===== src/rtl/trigger_seq.sv =====
// Multi-stage sequential trigger: matches samples against programmable stages,
// steps a trigger level, and raises a sticky run once a start stage fires.
module trigger_seq #(
    parameter int WIDTH  = 32,
    parameter int STAGES = 4
) (
    input  logic             clock,
    input  logic             reset_n,
    input  logic [WIDTH-1:0] data_input,
    input  logic             input_ready,
    input  logic             cfg_wr,
    input  logic [3:0]       cfg_sel,
    input  logic [1:0]       cfg_addr,
    input  logic [31:0]      cfg_data,
    input  logic             arm,
    output logic             run,
    output logic             armed,
    output logic [3:0]       level
);

    typedef enum logic [1:0] {
        IDLE,
        ARMED,
        DELAY,
        FIRED
    } state_t;

    state_t state;
    state_t stateNext;

    logic [WIDTH-1:0] maskReg  [STAGES];
    logic [WIDTH-1:0] valueReg [STAGES];
    logic [22:0]      cfgReg   [STAGES];

    logic [WIDTH-1:0] prevSample;
    logic             prevValid;

    logic [15:0] cnt;
    logic [15:0] cntNext;
    logic        startLatch;
    logic        startNext;
    logic [3:0]  levelNext;
    logic        runNext;

    logic [STAGES-1:0] hit;
    logic              hitAny;
    logic [15:0]       winDelay;
    logic              winStart;
    logic              doAct;
    logic              actStart;

    logic unusedCfg;
    assign unusedCfg = ^cfg_data[31:23];

    assign armed = (state == ARMED) || (state == DELAY);

    always_comb begin
        hit = '0;
        for (int i = 0; i < STAGES; i++) begin
            if (state == ARMED && input_ready && cfgReg[i][22] &&
                cfgReg[i][19:16] == level) begin
                if (cfgReg[i][21]) begin
                    hit[i] = prevValid &&
                        (((data_input ^ prevSample) & maskReg[i]) != '0);
                end else begin
                    hit[i] =
                        (((data_input ^ valueReg[i]) & maskReg[i]) == '0);
                end
            end
        end
    end

    // Walk downwards so the lowest matching index is the one left standing.
    always_comb begin
        hitAny   = 1'b0;
        winDelay = '0;
        winStart = 1'b0;
        for (int i = STAGES - 1; i >= 0; i--) begin
            if (hit[i]) begin
                hitAny   = 1'b1;
                winDelay = cfgReg[i][15:0];
                winStart = cfgReg[i][20];
            end
        end
    end

    always_comb begin
        stateNext = state;
        levelNext = level;
        cntNext   = cnt;
        startNext = startLatch;
        runNext   = run;
        doAct     = 1'b0;
        actStart  = 1'b0;
        if (arm) begin
            stateNext = ARMED;
            levelNext = '0;
            cntNext   = '0;
            startNext = 1'b0;
            runNext   = 1'b0;
        end else begin
            unique case (state)
                ARMED: begin
                    if (hitAny) begin
                        cntNext   = winDelay;
                        startNext = winStart;
                        if (winDelay == 16'd0) begin
                            doAct    = 1'b1;
                            actStart = winStart;
                        end else begin
                            stateNext = DELAY;
                        end
                    end
                end
                DELAY: begin
                    if (input_ready) begin
                        cntNext = cnt - 16'd1;
                        if (cnt == 16'd1) begin
                            doAct    = 1'b1;
                            actStart = startLatch;
                        end
                    end
                end
                default: ;
            endcase
            if (doAct) begin
                if (actStart) begin
                    runNext   = 1'b1;
                    stateNext = FIRED;
                end else begin
                    stateNext = ARMED;
                    if (level != 4'hF) begin
                        levelNext = level + 4'd1;
                    end
                end
            end
        end
    end

    always_ff @(posedge clock or negedge reset_n) begin
        if (!reset_n) begin
            state      <= IDLE;
            level      <= '0;
            cnt        <= '0;
            startLatch <= 1'b0;
            run        <= 1'b0;
        end else begin
            state      <= stateNext;
            level      <= levelNext;
            cnt        <= cntNext;
            startLatch <= startNext;
            run        <= runNext;
        end
    end

    always_ff @(posedge clock or negedge reset_n) begin
        if (!reset_n) begin
            prevSample <= '0;
            prevValid  <= 1'b0;
        end else if (arm) begin
            prevValid <= 1'b0;
        end else if (input_ready) begin
            prevSample <= data_input;
            prevValid  <= 1'b1;
        end
    end

    always_ff @(posedge clock or negedge reset_n) begin
        if (!reset_n) begin
            for (int i = 0; i < STAGES; i++) begin
                maskReg[i]  <= '0;
                valueReg[i] <= '0;
                cfgReg[i]   <= '0;
            end
        end else begin
            for (int i = 0; i < STAGES; i++) begin
                if (cfg_wr && cfg_sel == 4'(i)) begin
                    case (cfg_addr)
                        2'd0:    maskReg[i]  <= cfg_data[WIDTH-1:0];
                        2'd1:    valueReg[i] <= cfg_data[WIDTH-1:0];
                        2'd2:    cfgReg[i]   <= cfg_data[22:0];
                        default: ;
                    endcase
                end
            end
        end
    end

endmodule


===== config.mk =====
export PLATFORM = sky130hd
export DESIGN_NAME = trigger_seq
export DESIGN_NICKNAME = d
export VERILOG_FILES = /design/src/rtl/trigger_seq.sv
export SDC_FILE = /design/constraint.sdc
export NUM_CORES = 1
export LEC_CHECK = 0
export CORE_ASPECT_RATIO = 1.5
export CORE_MARGIN = 5
export CORE_UTILIZATION = 35
export DETAILED_ROUTE_END_ITERATION = 8
export PLACE_DENSITY_LB_ADDON = 0.05
export SYNTH_ARGS = -nofsm -noshare
export SYNTH_HDL_FRONTEND = slang
export SYNTH_SLANG_ARGS = --single-unit

===== constraint.sdc =====
create_clock -name clock -period 4.2 [get_ports clock]
set_input_delay 1.26 -clock clock [delete_from_list [all_inputs] [get_ports clock]]
set_output_delay 1.26 -clock clock [all_outputs]
set_load 0.01 [all_outputs]

# --- Yosys cells after proc, flatten, opt, wreduce, memory -nomap -nowiden ---
# Cells that the tools add are included.
# W data, S select, Z words.
totals:
  ff_bits: 405
  latch_bits: 0
  mem_bits_rw: 0
  romBits: 0
  in_bits: 75
  output_inout_bits: 6
  n_memories: 0
classes:
  n_addsub: 2
  n_mul: 0
  div: 0
  order_cmp: 0
  n_eq_ne: 17
  shift: 0
  muxes: 54
  bitwise: 14
  n_reduce_logical: 56
op_table:
  columns: ["cell", "count"]
  rows:
  - ["$and A32 B32 Y32", 8]
  - ["$xor A32 B32 Y32", 5]
  - ["$logic_not A32 Y1", 4]
  - ["$reduce_bool A32 Y1", 4]
  - ["$mux W16", 7]
  - ["$mux W1", 34]
  - ["$pmux W16 S2", 1]
  - ["$reduce_and A2 Y1", 15]
  - ["$logic_and A1 B1 Y1", 17]
  - ["$eq A16 B1 Y1 const B", 1]
  - ["$eq A4 B4 Y1", 4]
  - ["$logic_not A16 Y1", 1]
  - ["$mux W4", 4]
  - ["$sub A16 B1 Y16 const B", 1]
  - ["$mux W2", 6]
  - ["$reduce_bool A2 Y1", 6]
  - ["$reduce_and A3 Y1", 3]
  - ["$reduce_bool A3 Y1", 3]
  - ["$eq A4 B2 Y1 const B", 2]
  - ["$ne A3 B3 Y1 const B", 2]
  - ["$add A4 B1 Y4 const B", 1]
  - ["$eq A2 B1 Y1 const B", 2]
  - ["$eq A2 B2 Y1 const B", 2]
  - ["$eq A4 B1 Y1 const B", 1]
  - ["other kinds (8)", 9]

# --- Logic depth before layout (Yosys ltp) ---
# Gate-level depths: netlist of the first run.
depth:
  word_depth: 18
  mapped_depth: 16

# --- Worst setup path after synthesis of the first run ---
# OpenSTA, ideal clock, no wires.
synth_path:
  kind: "input-to-reg"
  from: "in data_input[28]"
  to: "reg level[2]"
  arrival_ns: 4.456
  required_time_ns: 4.075
  slack_ns: -0.381
  path_stages: 15
  path_cell_list: "buf_6 -> xor2_1 -> a22o_1 -> a221oi_2 -> nand3_1 -> or4_4 -> a22oi_4 -> buf_6 -> o211a_1 -> a211oi_1 -> nor4_1 -> nand4_1 -> o31ai_2 -> and4_4 -> mux2_4"
synth_via:
  elab_chain_cells: 17
  elab_cells_between_ends: 57
synth_rtl:
  columns: ["element", "line", "rtl"]
  rows:
  - ["start: declaration", "9", "input logic [WIDTH-1:0] data_input,"]
  - ["$xor A32 B32 Y32", "64", "(((data_input ^ prevSample) & maskReg[i]) != '0);"]
  - ["$and A32 B32 Y32", "64", null]
  - ["$reduce_bool A32 Y1", "64", null]
  - ["$logic_and A1 B1 Y1", "63", "hit[i] = prevValid &&"]
  - ["$mux W1", "62", "if (cfgReg[i][21]) begin"]
  - ["$mux W1", "60", "if (state == ARMED && input_ready && cfgReg[i][22] &&"]
  - ["$mux W16 (4 in series)", "79", "if (hit[i]) begin"]
  - ["$logic_not A16 Y1", "107", "if (winDelay == 16'd0) begin"]
  - ["$mux W1", "107", null]
  - ["$mux W1", "104", "if (hitAny) begin"]
  - ["$pmux W1 S2", "102", "unique case (state)"]
  - ["$mux W1", "95", "if (arm) begin"]
  - ["$ne A2 B2 Y1 (no line) or $reduce_bool A2 Y1 (tied branches)", null, null]
  - ["$reduce_and A3 Y1 (no line) (*)", null, null]
  - ["end signal: assignment", "149", "level <= levelNext;"]
  - ["end: declaration", "18", "output logic [3:0] level"]
# Mark *: on every way between the ends. The rest lies on a longest branch, timed or not. The select of a mux whose other input is x is not followed.
# A chain may end at the register's enable or synchronous reset.

# --- Worst setup path after layout of the first run ---
layout_path:
  from: "in data_input[18]"
  to: "reg level[2]"
# Same word-level chain as after synthesis.

==> qor.yml, run 1 <==
cts_tree: "done"
peakVddDrop_uv: 296
grt_first_pass_wirelength_mm: 111
cp_slowest_cell: "o311a_1"
async_flop_share: 1.00
setup_tns_ns: -2.62
yosysTopAreaCell: "dfrtp_1"
cpMostUsedCell: "buf_6"
ctsHoldBuffers: 0
place.port_buffers: 80
grt_max_degree: 76
setup_slack_ns: -0.491
synthDistinctLibCells: 61
powerDensity_nw_per_um2: 475
max_freq_mhz: 213
routed_wl_mm: 76.3
hold_ws_ns: 0.508
initial_core_util: 0.354
remaining_drc_errors: 0
dr.pass1.iters: 5
clock_skew_ns: 0.0170
arrival_ns: 5.16
syn_nets: 1634
hold_path.class: "reg -> reg"
area_delta_synth_final_pct: 31.7
synth_edf_count: 0
slowest_delay_ns: 0.37
layout_common_cells: "dfrtp_1, mux2_2, buf_4, xor2_1, a22oi_1"
synth.cell_area_um2: 19400
period_needed_ns: 4.69
required_ns: 4.67
path_max_fanout: 5
final_cells: 2548
ys_ff_latch: 405
io_pins: 81
rsz0062_at_grt: "yes"
final-hold-violation-count: 0
via_per_inst: 5.50
synth_warnings: 0
dpl_cell_area_um2: 22800
synth.area.top_cells: "dfrtp_1, mux2_2, xor2_1"
vias: 14020
synthFlopType: "dfrtp_1"
layout-drive-gt1-share: 0.468
run_status: "complete, but fails checks"
cts_inserted_buffers: 44
max_slew_margin: 0.413
drt_iter0_markers: 758
dp_hpwl_mm: 55.5
grt_antenna_before_repair: 1
antenna_left: 0
ctsLongestPathBuffers: 3
critPathKind: "in -> reg"
leakagePower_nw: 11.8
die_w_um: 202
die_y_um: 299
clkTransAtPathRegs_ns: 0.06
finalSetupViolations: 6
grt_pass1_vias: 15171
gp_congestion: 0.964
h-tree-depth: 2
ys_seq_area_frac: 0.521
reg2reg_slack_ns: -0.10
finish.utilization: 0.466
layout.nets: 1904
overflow: 0
drv_cap: 0
syn_avg_cell_area_um2: 12.5
dp_cells: 2443
slew_viol_final: 0
worstPathCellList: "buf_6 > buf_6 > xor2_4 > a22o_1 > a221oi_4 > nand4_1 > o311a_1 > o21ai_4 > buf_12 > buf_16 > nor3b_4 > a211oi_4 > nor4_2 > buf_4 > nand4_1 > buf_6 > o31ai_4 > and4_4 > mux2_4"
tightest_slew_ns: 0.877
finalInstanceArea_um2: 25600
rows: 105
crit_path_start_kind: "input pin"
clk_latency_ns: 0.58
synthCells: 1554
cts_root_buf: "clkbuf_16"
design.core.area_um2: 54900
cp-end-kind: "flip-flop"
violations: "setup timing"
clock_sinks: 405
die_area_um2: 60500
final_common_cell: "dfrtp_1"
routedWlPerCell_um: 30.0
synth_top_area_frac: 0.521
track_usage: 0.252
post-route-period-util: 1.12
[what timing repair did]
| item | CTS | global route |
|---|---|---|
| gates cloned | 7 | 1 |
| gates resized for setup | 257 | 56 |
| pin swaps | 61 | 18 |
| setup buffers | 22 | 6 |
| hold endpoints to repair | 0 | 0 |
| setup endpoints to repair | 23 | 23 |
[report_power, final]
group / leakage, nW / total [mW] / internal [mW] / switching, mW
logic: 5.87 / 3.26 / 1.53 / 1.73
clock network: 0.684 / 3.91 / 2.27 / 1.64
registers: 5.30 / 4.99 / 4.45 / 0.542
[final timing paths]
kind,start,end,depth (start not counted)
max in group asynchronous,reset_n,maskReg[80],3
worst max-delay path,data_input[18],level[2],19
worst min-delay path,cfgReg[15],cfgReg[15],1
min in group asynchronous,reset_n,cfgReg[30],1
worst max register to register,prevSample[28],level[2],17
worst min register to register,cfgReg[15],cfgReg[15],1
[final cells by class]
class                      instances  area (um^2)
fill                            5060        29300
sequential                       405        10100
multi-input combinational       1006         9930
timing repair buffer             341         3170
clock buffer                      65         1270
tap                              695          870
clock inverter                     9          130
inverter                          26         97.6
antenna                            1         2.50
[layer usage]
layer	wire length, um	GRT usage	share of wire	up-vias
met4	4660	0.122	0.061	0
met1	28900	0.287	0.38	7418
li1	-	-	-	6158
met2	40700	0.464	0.53	299
met5	0	0	0	-
met3	2110	0.0318	0.028	145
[synth_stat cells (all sizes together) (11+ instances only)]
master,n
a22o,20
buf,42
nand3,25
o21ai,29
nor4,11
nand4,29
nor3b,15
o211a,15
inv,26
nand2,45
dfrtp,405
a211oi,16
clkbuf,75
nor2,41
xor2,172
a22oi,91
mux2,366
a221oi,19
nor3,12
a21oi,19
[cells by family (layout without fill, tap and decap cells)]
| logic type | after synthesis | in the layout | synth area share |
|---|---|---|---|
| AND/OR/NAND/NOR | 214 | 214 | 0.0580 |
| other | 0 | 1 | 0 |
| adder cells (fa/ha/maj) | 5 | 5 | 0.00322 |
| multiplexers | 370 | 370 | 0.214 |
| XOR/XNOR | 176 | 176 | 0.0793 |
| buffers and inverters | 143 | 441 | 0.0299 |
| AO/OA/AOI/OAI | 241 | 241 | 0.0941 |
| flip-flops | 405 | 405 | 0.521 |
[registers in the layout, summed over array words and instances (netlist names)]
signal	count
run	1
cfgReg	92
maskReg	128
cnt	16
startLatch	1
level	4
valueReg	128
prevValid	1
state	2
prevSample	32
[per-stage QoR]
step / power (mW) / setup slack [ns]
CTS: 12.1 / -0.420
global route: 12.7 / -0.621
floorplan: 6.27 / -0.327
global placement: 7.89 / -1.68
finish: 12.2 / -0.491
detailed placement: 7.91 / -1.64
[worst max-delay path: cells and delay by family]
kind / cells / cell delay, ns
and+or+nand+nor: 5 / 1.04
AOI/OAI and AO/OA: 6 / 1.51
xor gates and xnor gates: 1 / 0.21
buffers and inverters: 6 / 0.84
muxes: 1 / 0.29
Power figures use the tool's default switching activity.
==> run 2: changes to the inputs <==
--- a/config.mk
+++ b/config.mk
@@ -13,3 +13,4 @@
 export SYNTH_ARGS = -nofsm -noshare
 export SYNTH_HDL_FRONTEND = slang
 export SYNTH_SLANG_ARGS = --single-unit
+export TNS_END_PERCENT = 20
==> run 2 against run 1 <==
  * Clock skew fell by 0.0029 ns
  * Largest cell class unchanged
  * Sequential power about the same
  * The flow still finishes with violations (setup timing)
  * Setup slack better by 0.048 ns
  * Count of clock-buffer cells in the layout is 3 lower
  * Critical path type unchanged
  * Clock power is essentially flat
  * Critical path depth rose by 1
==> qor.yml, run 2 (synthesis gave the netlist of run 1 again) <==
setup_slack_ns: -0.444
grt_pass1_vias: 14964
die_area_um2: 60500
pre_cts_ws_ns: -1.69
final_cells: 2544
worstPathCellList: "clkdlybuf4s15_2 > buf_12 > xor2_2 > buf_6 > a22oi_2 > nand4_1 > or4_4 > a22oi_4 > buf_6 > buf_12 > buf_16 > o211a_1 > a211oi_2 > nor4_1 > buf_4 > nand4_1 > buf_6 > o31ai_4 > and4_4 > mux2_4"
routed_wl_mm: 77.2
finalInstanceArea_um2: 25300
drt_iter0_markers: 855
layout-drive-gt1-share: 0.458
net-switching-power_mw: 3.89
initial_core_util: 0.354
arrival_ns: 5.11
busiest_layer: "met2"
die_w_um: 202
path_max_fanout: 11
dpl_cell_area_um2: 22800
antenna_left: 0
period_needed_ns: 4.64
seq_power_share: 0.412
critPathTopFamily: "simple AND/OR/NAND/NOR gates"
die_y_um: 299
required_ns: 4.66
p_int_mw: 8.17
met2_usage: 0.471
cts_root_buf: "clkbuf_16"
dp_cells: 2447
grt_max_degree: 88
cp_slowest_cell: "or4_4"
power_mw: 12.1
h-tree-depth: 2
final-hold-violation-count: 0
grt_first_pass_wirelength_mm: 112
final_common_cell: "dfrtp_1"
critPathKind: "in -> reg"
area_delta_synth_final_pct: 29.9
dp_hpwl_mm: 56.6
cp-end-kind: "flip-flop"
gp_congestion: 0.948
track_usage: 0.255
dr.pass1.iters: 5
design.core.area_um2: 54900
drv_cap: 0
violations: "setup timing"
hold_path.class: "reg -> reg"
routedWlPerCell_um: 30.4
critPathBufInv: 8
post-route-period-util: 1.11
rsz0062_at_grt: "yes"
finish.utilization: 0.460
antennaDiodeCount: 0
clkTransAtPathRegs_ns: 0.06
p_comb_frac: 0.264
via_per_inst: 5.44
ctsLongestPathBuffers: 3
clk_latency_ns: 0.57
place.port_buffers: 80
clock_sinks: 405
layout_common_cells: "dfrtp_1, mux2_2, buf_4, xor2_1, a22oi_1"
rows: 105
powerDensity_nw_per_um2: 477
layout.nets: 1899
use_met3: 0.0291
cts_inserted_buffers: 45
setup_tns_ns: -2.42
finalSetupViolations: 6
tightest_slew_ns: 1.12
slowest_delay_ns: 0.56
overflow: 0
clock_skew_ns: 0.0142
io_pins: 81
grt_antenna_before_repair: 3
leakagePower_nw: 11.8
crit_path_start_kind: "input pin"
max_freq_mhz: 215
slew_viol_final: 0
run_status: "complete, but fails checks"
vias: 13834
p_sw_frac: 0.323
cpMostUsedCell: "buf_6"
top_regs: "maskReg (128), valueReg (128), cfgReg (92)"
cts_tree: "done"
p_clk_frac: 0.324
peakVddDrop_uv: 347
use_met1: 0.293
hold_ws_ns: 0.499
max_slew_margin: 0.254
remaining_drc_errors: 0
[run 2: cell types whose count changed in the layout (fill, tap and decap cells not counted), moves of 4 or more]
cell,previous run,this run
a221oi_1,5,10
clkbuf_1,13,5
xor2_4,20,13
dlygate4sd2_1,6,1
a22oi_1,68,72
xor2_1,135,139
a22oi_2,22,18
buf_4,211,207
a221oi_2,13,6
clkbuf_8,7,12
clkinv_2,3,10
[run 2: layout make-up]
type                            count  area (um^2)
Clock buffer                       62         1310
Inverter                           26         97.6
Tap cell                          695          870
Multi-Input combinational cell   1006         9670
Clock inverter                     15          113
Sequential cell                   405        10100
Fill cell                        5094        29700
Timing Repair Buffer              335         3060
[run 2: power groups by stage]
stage / Sequential (mW) / Combinational [mW] / Clock (mW)
floorplan: 4.80 / 1.47 / 0
global placement: 4.99 / 2.99 / 0
detailed placement: 5.00 / 3.00 / 0
CTS: 4.96 / 3.15 / 4.02
global route: 5.02 / 3.38 / 4.15
finish: 4.97 / 3.18 / 3.91
[run 2: metal layers]
layer / wire [um] / share of wire / vias to the layer above
met3: 2210 / 0.029 / 136
met4: 4560 / 0.059 / 0
met2: 41000 / 0.53 / 324
li1: - / - / 6153
met5: 0 / 0 / -
met1: 29400 / 0.38 / 7221
[run 2: timing repair]
action / in CTS / in global routing
endpoints found under the setup margin: 23 / 18
hold buffers: 0 / 0
cloned: 5 / 0
gates resized for setup: 245 / 44
pin swaps: 55 / 34
setup buffers: 19 / 5
[run 2: final timing paths]
check	from	end	slack, ns	cells past startpoint
max	data_input[20]	level[2]	-0.44	20
min	cfgReg[58]	cfgReg[58]	0.50	1
max reg2reg	prevSample[5]	level[2]	-0.07	18
min reg2reg	cfgReg[58]	cfgReg[58]	0.50	1
max in group asynchronous	reset_n	prevSample[10]	2.48	2
min in group asynchronous	reset_n	cfgReg[28]	0.74	1
